[src/rtl/rtc_bus_arbiter_pkg.sv]
// Shared definitions for the RTC bus arbiter and the RTC state machines that use it.
//   - arb_state_e : arbiter FSM state encoding
//   - REQ_*       : requester indices (init sequencer, user write path, read sweep)
//   - RTC_ADDR_*  : RTC register addresses used by the read/write/reset machines
//   - idx2oh/lane : index-to-one-hot and 8-bit lane select helpers
package rtc_bus_arbiter_pkg;

    typedef enum logic [1:0] {
        StIdle = 2'd0,
        StOwn  = 2'd1,
        StWait = 2'd2
    } arb_state_e;

    localparam int unsigned NumReq = 3;

    localparam logic [1:0] REQ_INIT = 2'd0;
    localparam logic [1:0] REQ_WR   = 2'd1;
    localparam logic [1:0] REQ_RD   = 2'd2;

    localparam logic [7:0] RTC_ADDR_SEC   = 8'h21;
    localparam logic [7:0] RTC_ADDR_MIN   = 8'h22;
    localparam logic [7:0] RTC_ADDR_HOUR  = 8'h23;
    localparam logic [7:0] RTC_ADDR_DAY   = 8'h24;
    localparam logic [7:0] RTC_ADDR_MONTH = 8'h25;
    localparam logic [7:0] RTC_ADDR_YEAR  = 8'h26;

    function automatic logic [NumReq-1:0] idx2oh(input logic [1:0] idx);
        logic [NumReq-1:0] oh;
        case (idx)
            2'd0:    oh = 3'b001;
            2'd1:    oh = 3'b010;
            2'd2:    oh = 3'b100;
            default: oh = 3'b000;
        endcase
        return oh;
    endfunction

    // Byte lane of requester idx within a packed 3x8 bus.
    function automatic logic [7:0] lane(input logic [23:0] bus, input logic [1:0] idx);
        logic [7:0] v;
        case (idx)
            2'd0:    v = bus[7:0];
            2'd1:    v = bus[15:8];
            2'd2:    v = bus[23:16];
            default: v = 8'h00;
        endcase
        return v;
    endfunction

endpackage

[src/rtl/rtc_arb_pick.sv]
// Combinational 3-way priority picker for the RTC bus arbiter.
// Lowest requester index wins, except that requester 2 (read sweep) is forced to win while
// the starvation guard is asserted and it is requesting.
// Ports:
//   req_i    in  3  request vector
//   starve_i in  1  starvation guard for requester 2 has saturated
//   idx_o    out 2  index of the chosen requester (0 when nothing requests)
//   valid_o  out 1  at least one request present
module rtc_arb_pick
    import rtc_bus_arbiter_pkg::*;
(
    input  logic [NumReq-1:0] req_i,
    input  logic              starve_i,
    output logic [1:0]        idx_o,
    output logic              valid_o
);

    always_comb begin
        valid_o = |req_i;
        idx_o   = REQ_INIT;
        if (req_i[REQ_RD] && starve_i) begin
            idx_o = REQ_RD;
        end else if (req_i[REQ_INIT]) begin
            idx_o = REQ_INIT;
        end else if (req_i[REQ_WR]) begin
            idx_o = REQ_WR;
        end else if (req_i[REQ_RD]) begin
            idx_o = REQ_RD;
        end
    end

endmodule

[src/rtl/rtc_bus_arbiter.sv]
// Arbiter sharing the single RTC protocol engine between the init sequencer (0), the user
// write path (1) and the permanent read sweep (2). One owner at a time, exactly one engine
// transaction per handshake, fixed priority 0>1>2 with a starvation guard for 2, and an
// optional per-requester lock that keeps ownership across a burst. All outputs registered.
// Ports:
//   clk, Reset_n             clock, asynchronous active-low reset
//   req_i/lock_i/rw_i [3]    per-requester request, burst lock, direction (1=read)
//   addr_i/wdata_i [24]      per-requester address/write data, requester k at [8k+7:8k]
//   gnt_o [3]                one-hot grant
//   ack_o/err_o [3]          one-cycle completion / timeout pulse to the owner
//   rdata_o [8]              read data, updated on read ack and held otherwise
//   eng_start_o/rw/addr/wdata  request to the protocol engine, stable while waiting
//   eng_busy_i/done_i/rdata_i  engine status and read data
module rtc_bus_arbiter
    import rtc_bus_arbiter_pkg::*;
#(
    parameter int unsigned TIMEOUT      = 2048,
    parameter int unsigned STARVE_LIMIT = 8
) (
    input  logic              clk,
    input  logic              Reset_n,
    input  logic [NumReq-1:0] req_i,
    input  logic [NumReq-1:0] lock_i,
    input  logic [NumReq-1:0] rw_i,
    input  logic [23:0]       addr_i,
    input  logic [23:0]       wdata_i,
    output logic [NumReq-1:0] gnt_o,
    output logic [NumReq-1:0] ack_o,
    output logic [NumReq-1:0] err_o,
    output logic [7:0]        rdata_o,
    output logic              eng_start_o,
    output logic              eng_rw_o,
    output logic [7:0]        eng_addr_o,
    output logic [7:0]        eng_wdata_o,
    input  logic              eng_busy_i,
    input  logic              eng_done_i,
    input  logic [7:0]        eng_rdata_i
);

    localparam int unsigned TimerW  = (TIMEOUT > 1) ? $clog2(TIMEOUT) : 1;
    localparam int unsigned StarveW = $clog2(STARVE_LIMIT + 1);

    arb_state_e        state_q, state_d;
    logic [1:0]        owner_q, owner_d;
    logic [NumReq-1:0] gnt_q, gnt_d;
    logic [NumReq-1:0] ack_q, ack_d;
    logic [NumReq-1:0] err_q, err_d;
    logic [7:0]        rdata_q, rdata_d;
    logic              start_q, start_d;
    logic              eng_rw_q, eng_rw_d;
    logic [7:0]        eng_addr_q, eng_addr_d;
    logic [7:0]        eng_wdata_q, eng_wdata_d;
    logic [TimerW-1:0] timer_q, timer_d;
    logic [StarveW-1:0] starve_q, starve_d;

    logic       starve_hit;
    logic [1:0] pick_idx;
    logic       pick_valid;
    logic       timeout_hit;
    logic       txn_end;
    logic       grant_rd;

    assign starve_hit  = (starve_q == StarveW'(STARVE_LIMIT));
    assign timeout_hit = (timer_q == TimerW'(TIMEOUT - 1));

    rtc_arb_pick u_pick (
        .req_i   (req_i),
        .starve_i(starve_hit),
        .idx_o   (pick_idx),
        .valid_o (pick_valid)
    );

    // Main FSM: next state and all registered outputs.
    always_comb begin
        state_d     = state_q;
        owner_d     = owner_q;
        gnt_d       = gnt_q;
        ack_d       = '0;
        err_d       = '0;
        rdata_d     = rdata_q;
        start_d     = 1'b0;
        eng_rw_d    = eng_rw_q;
        eng_addr_d  = eng_addr_q;
        eng_wdata_d = eng_wdata_q;
        timer_d     = timer_q;

        case (state_q)
            StIdle: begin
                if (pick_valid) begin
                    owner_d = pick_idx;
                    gnt_d   = idx2oh(pick_idx);
                    state_d = StOwn;
                end
            end
            StOwn: begin
                if (!req_i[owner_q]) begin
                    gnt_d   = '0;
                    state_d = StIdle;
                end else if (!eng_busy_i) begin
                    eng_rw_d    = rw_i[owner_q];
                    eng_addr_d  = lane(addr_i, owner_q);
                    eng_wdata_d = lane(wdata_i, owner_q);
                    start_d     = 1'b1;
                    timer_d     = '0;
                    state_d     = StWait;
                end
            end
            StWait: begin
                // Done is checked first so a completion on the timeout cycle still acks.
                if (eng_done_i) begin
                    ack_d = idx2oh(owner_q);
                    if (eng_rw_q) begin
                        rdata_d = eng_rdata_i;
                    end
                    // A dropped request ends the burst even if lock is still high.
                    if (lock_i[owner_q] && req_i[owner_q]) begin
                        state_d = StOwn;
                    end else begin
                        gnt_d   = '0;
                        state_d = StIdle;
                    end
                end else if (timeout_hit) begin
                    err_d   = idx2oh(owner_q);
                    gnt_d   = '0;
                    state_d = StIdle;
                end else begin
                    timer_d = timer_q + TimerW'(1);
                end
            end
            default: begin
                gnt_d   = '0;
                state_d = StIdle;
            end
        endcase
    end

    // Starvation guard: counts finished 0/1 transactions while the read sweep waits.
    assign txn_end  = (state_q == StWait) && (eng_done_i || timeout_hit);
    assign grant_rd = (state_q == StIdle) && pick_valid && (pick_idx == REQ_RD);

    always_comb begin
        starve_d = starve_q;
        if (!req_i[REQ_RD] || grant_rd) begin
            starve_d = '0;
        end else if (txn_end && (owner_q != REQ_RD) && !starve_hit) begin
            starve_d = starve_q + StarveW'(1);
        end
    end

    always_ff @(posedge clk or negedge Reset_n) begin
        if (!Reset_n) begin
            state_q     <= StIdle;
            owner_q     <= REQ_INIT;
            gnt_q       <= '0;
            ack_q       <= '0;
            err_q       <= '0;
            rdata_q     <= '0;
            start_q     <= 1'b0;
            eng_rw_q    <= 1'b0;
            eng_addr_q  <= '0;
            eng_wdata_q <= '0;
            timer_q     <= '0;
            starve_q    <= '0;
        end else begin
            state_q     <= state_d;
            owner_q     <= owner_d;
            gnt_q       <= gnt_d;
            ack_q       <= ack_d;
            err_q       <= err_d;
            rdata_q     <= rdata_d;
            start_q     <= start_d;
            eng_rw_q    <= eng_rw_d;
            eng_addr_q  <= eng_addr_d;
            eng_wdata_q <= eng_wdata_d;
            timer_q     <= timer_d;
            starve_q    <= starve_d;
        end
    end

    assign gnt_o       = gnt_q;
    assign ack_o       = ack_q;
    assign err_o       = err_q;
    assign rdata_o     = rdata_q;
    assign eng_start_o = start_q;
    assign eng_rw_o    = eng_rw_q;
    assign eng_addr_o  = eng_addr_q;
    assign eng_wdata_o = eng_wdata_q;

endmodule

[config.mk]
export PLATFORM = sky130hd
export DESIGN_NAME = rtc_bus_arbiter
export DESIGN_NICKNAME = d
export VERILOG_FILES = /design/src/rtl/rtc_bus_arbiter_pkg.sv /design/src/rtl/rtc_arb_pick.sv /design/src/rtl/rtc_bus_arbiter.sv
export SDC_FILE = /design/constraint.sdc
export NUM_CORES = 1
export LEC_CHECK = 0
export BUFFER_PORTS_ARGS = -buffer_cell sky130_fd_sc_hd__buf_2
export CAP_MARGIN = 30
export CORE_MARGIN = 2
export CORE_UTILIZATION = 45
export DETAILED_ROUTE_END_ITERATION = 12
export PLACE_DENSITY = 0.8
export SLEW_MARGIN = 10
export SYNTH_ARGS = -nofsm -noshare
export SYNTH_HDL_FRONTEND = slang
export SYNTH_SLANG_ARGS = --single-unit
export TNS_END_PERCENT = 30
[constraint.sdc]
create_clock -name clk -period 2.4 [get_ports clk]
set_input_delay 0.24 -clock clk [delete_from_list [all_inputs] [get_ports clk]]
set_output_delay 0.24 -clock clk [all_outputs]
set_load 0.02 [all_outputs]
==> results_dict.tcl <==
set metrics [dict create \
    synth_area_leaders "dfrtp_1 49%, mux2i_1 7.3%, a21oi_1 4.9%" \
    p_leak_nw 1.75 \
    vias_per_cell 5.29 \
    report.power.total_w 0.00340 \
    finalCritPeriodShare 0.862 \
    critPathArrivalTime_ns 2.25 \
    area_delta_synth_final_pct 25.7 \
    skew_ns 0.00560 \
    grt_max_degree 37 \
    cts_buffer_depth 2 \
    synth_top_family_by_area "simple AND/OR/NAND/NOR gates" \
    synthesis.area_um2 2730 \
    synth_simple_gate_area_frac 0.185 \
    slew_headroom 0.597 \
    fin_crit_ns 2.07 \
    synth_ff_type "dfrtp_1" \
    cp-start-kind "register" \
    timing_hold_violations_final 0 \
    initial_utilization 0.464 \
    grt_pass1_vias 2123 \
    synth_nets 353 \
    grt_pass1_wl_mm 9.47 \
    synth_top_area_frac 0.495 \
    final_area_um2 3430 \
    finalSetupViolCount 0 \
    placedInstanceArea_um2 3310 \
    worst_pin_slew_ns 0.601 \
    drtAntennaViolNets 0 \
    synthAdderAreaFrac 0.0137 \
    clk_latency_ns 0.30 \
    fin_setup_tns_ns 0 \
    wl_per_cell_um 13.7 \
    intPower_w 0.00204 \
    crit_fanout 11 \
    p_per_area_nw_per_um2 991 \
    clkPwrFrac 0.174 \
    synth_top_cells_by_count "54 x dfrtp_1, 36 x nand2_1, 33 x nor2_1, 27 x a21oi_1, 21 x o21ai_0" \
    dpl.cell_count 450 \
    wl_mm 6.31 \
    ys_types 46 \
    worstRegToRegCells 6 \
    cts_htree_levels 2 \
    nNetsFinal 455 \
    ioPinCount 104 \
    diodes 0 \
    synthMuxAreaShare 0.110 \
    drc 0 \
    place.gp.congestion 0.872 \
    cts.sinks 54 \
    synth.ff_latch_count 54 \
    numPortBuffers 103 \
    rsz0062_at_grt "no" \
    die_h_um 81.9 \
    async_flop_share 1.00 \
    num_rows 28 \
    max-cap-violations 0 \
    die_area_um2 6710 \
    tritoncts "done" \
    synthCells 281 \
    hpwl_mm 4.80 \
    vias 2427 \
    criticalPathCategory "register to register" \
    setup.worst_path.end_class "register" \
    worstReg2RegStart "timer_q[0]" \
    finish.utilization 0.584 \
    fmax_mhz 483 \
    numCtsBuffers 5 \
    overflow 0 \
    swShare 0.400 \
    initialDrtViolationCount 110 \
    drive_gt1_frac 0.346 \
    synth_edf_count 0 \
    synth_compound_area_frac 0.155 \
    synth-xor-area-share 0.00641 \
    coreArea_um2 5890 \
    syn_area_per_cell_um2 9.72 \
    r2r_end "gnt_o[0]" \
    postCtsSetupBuffers 0 \
    switchingPower_w 0.00136 \
    rrSetupSlack_ns 0.33 \
    p_comb_frac 0.431 \
    cts_root_buf "clkbuf_8" \
    dr.pass1.iters 4 \
    clkTransAtPathRegs_ns 0.09 \
    synth.yosys.warnings 0 \
    synth_top_area_cell "dfrtp_1" \
    fin_cells 459 \
    grt_use_total 0.182 \
    outcome "complete, no violations" \
    cp.required_ns 2.59 \
    antenna_found_initial 0 \
    peakVddDrop_mv 0.460 \
    cp-startpoint "timer_q[0]" \
    yosysMostFrequentCell "dfrtp_1" \
    pwr-share-seq 0.395 \
    hold_path.class "primary input to register" \
    seq_area_frac_synth 0.495 \
    finalMaxSlewViolations 0 \
    die_w_um 81.9 \
    worstSetupEndpoint "gnt_o[0]" \
]
## through the flow
stage                     worst slack [ns]  hold slack (ns)
after floorplan                      0.590          -0.0556
after global placement               0.471            0.269
after detailed placement             0.372            0.275
after CTS                            0.329            0.154
after global routing                 0.239            0.143
final                                0.331            0.164
## cells by family after synthesis
kind of cell | count (synthesis)
XOR/XNOR | 2
buffers and inverters | 20
AND/OR/NAND/NOR | 103
AO/OA/AOI/OAI | 70
adder cells (fa/ha/maj) | 3
multiplexers | 29
flip-flops | 54
## layout make-up
class	instances	area (µm²)
Tap cell	75	93.8
Inverter	7	26.3
Clock inverter	2	37.5
Timing Repair Buffer	108	568
Fill cell	502	2450
Clock buffer	6	72.6
Sequential cell	54	1350
Multi-Input combinational cell	207	1280
## cells in the final DEF (no fill, tap or decap), types with 2 or more instances in the layout
cell type	n
and3_1	2
buf_4	3
and4_1	2
a41oi_1	3
inv_1	6
mux2_2	8
nand3_1	5
nand2b_1	6
dfrtp_1	54
o21a_1	4
nor2b_1	2
xnor2_1	2
nand2_1	36
ha_1	3
a21oi_1	27
mux2i_1	20
nor2_1	33
a31oi_1	5
nor3_1	6
buf_2	103
a22o_1	2
o21ai_0	21
clkbuf_8	5
## power groups by stage
stage | registers (W) | logic, W | clock network (W)
detailed placement | 0.00136 | 0.00147 | 0
global route | 0.00138 | 0.00162 | 0.000647
CTS | 0.00134 | 0.00148 | 0.000608
global placement | 0.00135 | 0.00143 | 0
floorplan | 0.00158 | 0.000797 | 0
finish | 0.00134 | 0.00147 | 0.000591
## layer usage
metal	share of wire	GRT usage	vias to the layer above
met2	0.50	0.332	94
met4	0.0070	0.0350	0
li1	-	-	1193
met5	0	0	-
met1	0.41	0.219	1134
met3	0.075	0.0407	6
## repair_timing
item,4_1_cts,5_1_grt
hold buffers,1,0
resized for setup,0,0
endpoints found under the hold margin,24,0
## state kept, by name (all words and copies together), names as in the netlist
register,cells
timer_q,11
eng_addr_o,8
eng_wdata_o,8
rdata_o,8
starve_q,4
ack_o,3
err_o,3
gnt_o,3
owner_q,2
state_q,2
eng_rw_o,1
eng_start_o,1
## worst max-delay path: stages, from the launching register on
cell	delay (ns)
dfrtp_1	0.44
ha_1	0.26
and4_4	0.27
nand4_2	0.12
and2_4	0.23
a221oi_2	0.27
mux2_1	0.36
## how the worst min path moves through the flow
stage | endpoint | slack (ns) | from | cells past startpoint
floorplan | ack_o[0] | -0.06 | Reset_n | 0
global placement | ack_o[0] | 0.27 | Reset_n | 1
detailed placement | ack_o[0] | 0.27 | Reset_n | 1
CTS | rdata_o[3] | 0.15 | eng_rdata_i[3] | 2
global route | rdata_o[3] | 0.14 | eng_rdata_i[3] | 2
finish | rdata_o[3] | 0.16 | eng_rdata_i[3] | 2
Note: power is estimated with default switching activity, not from simulation.
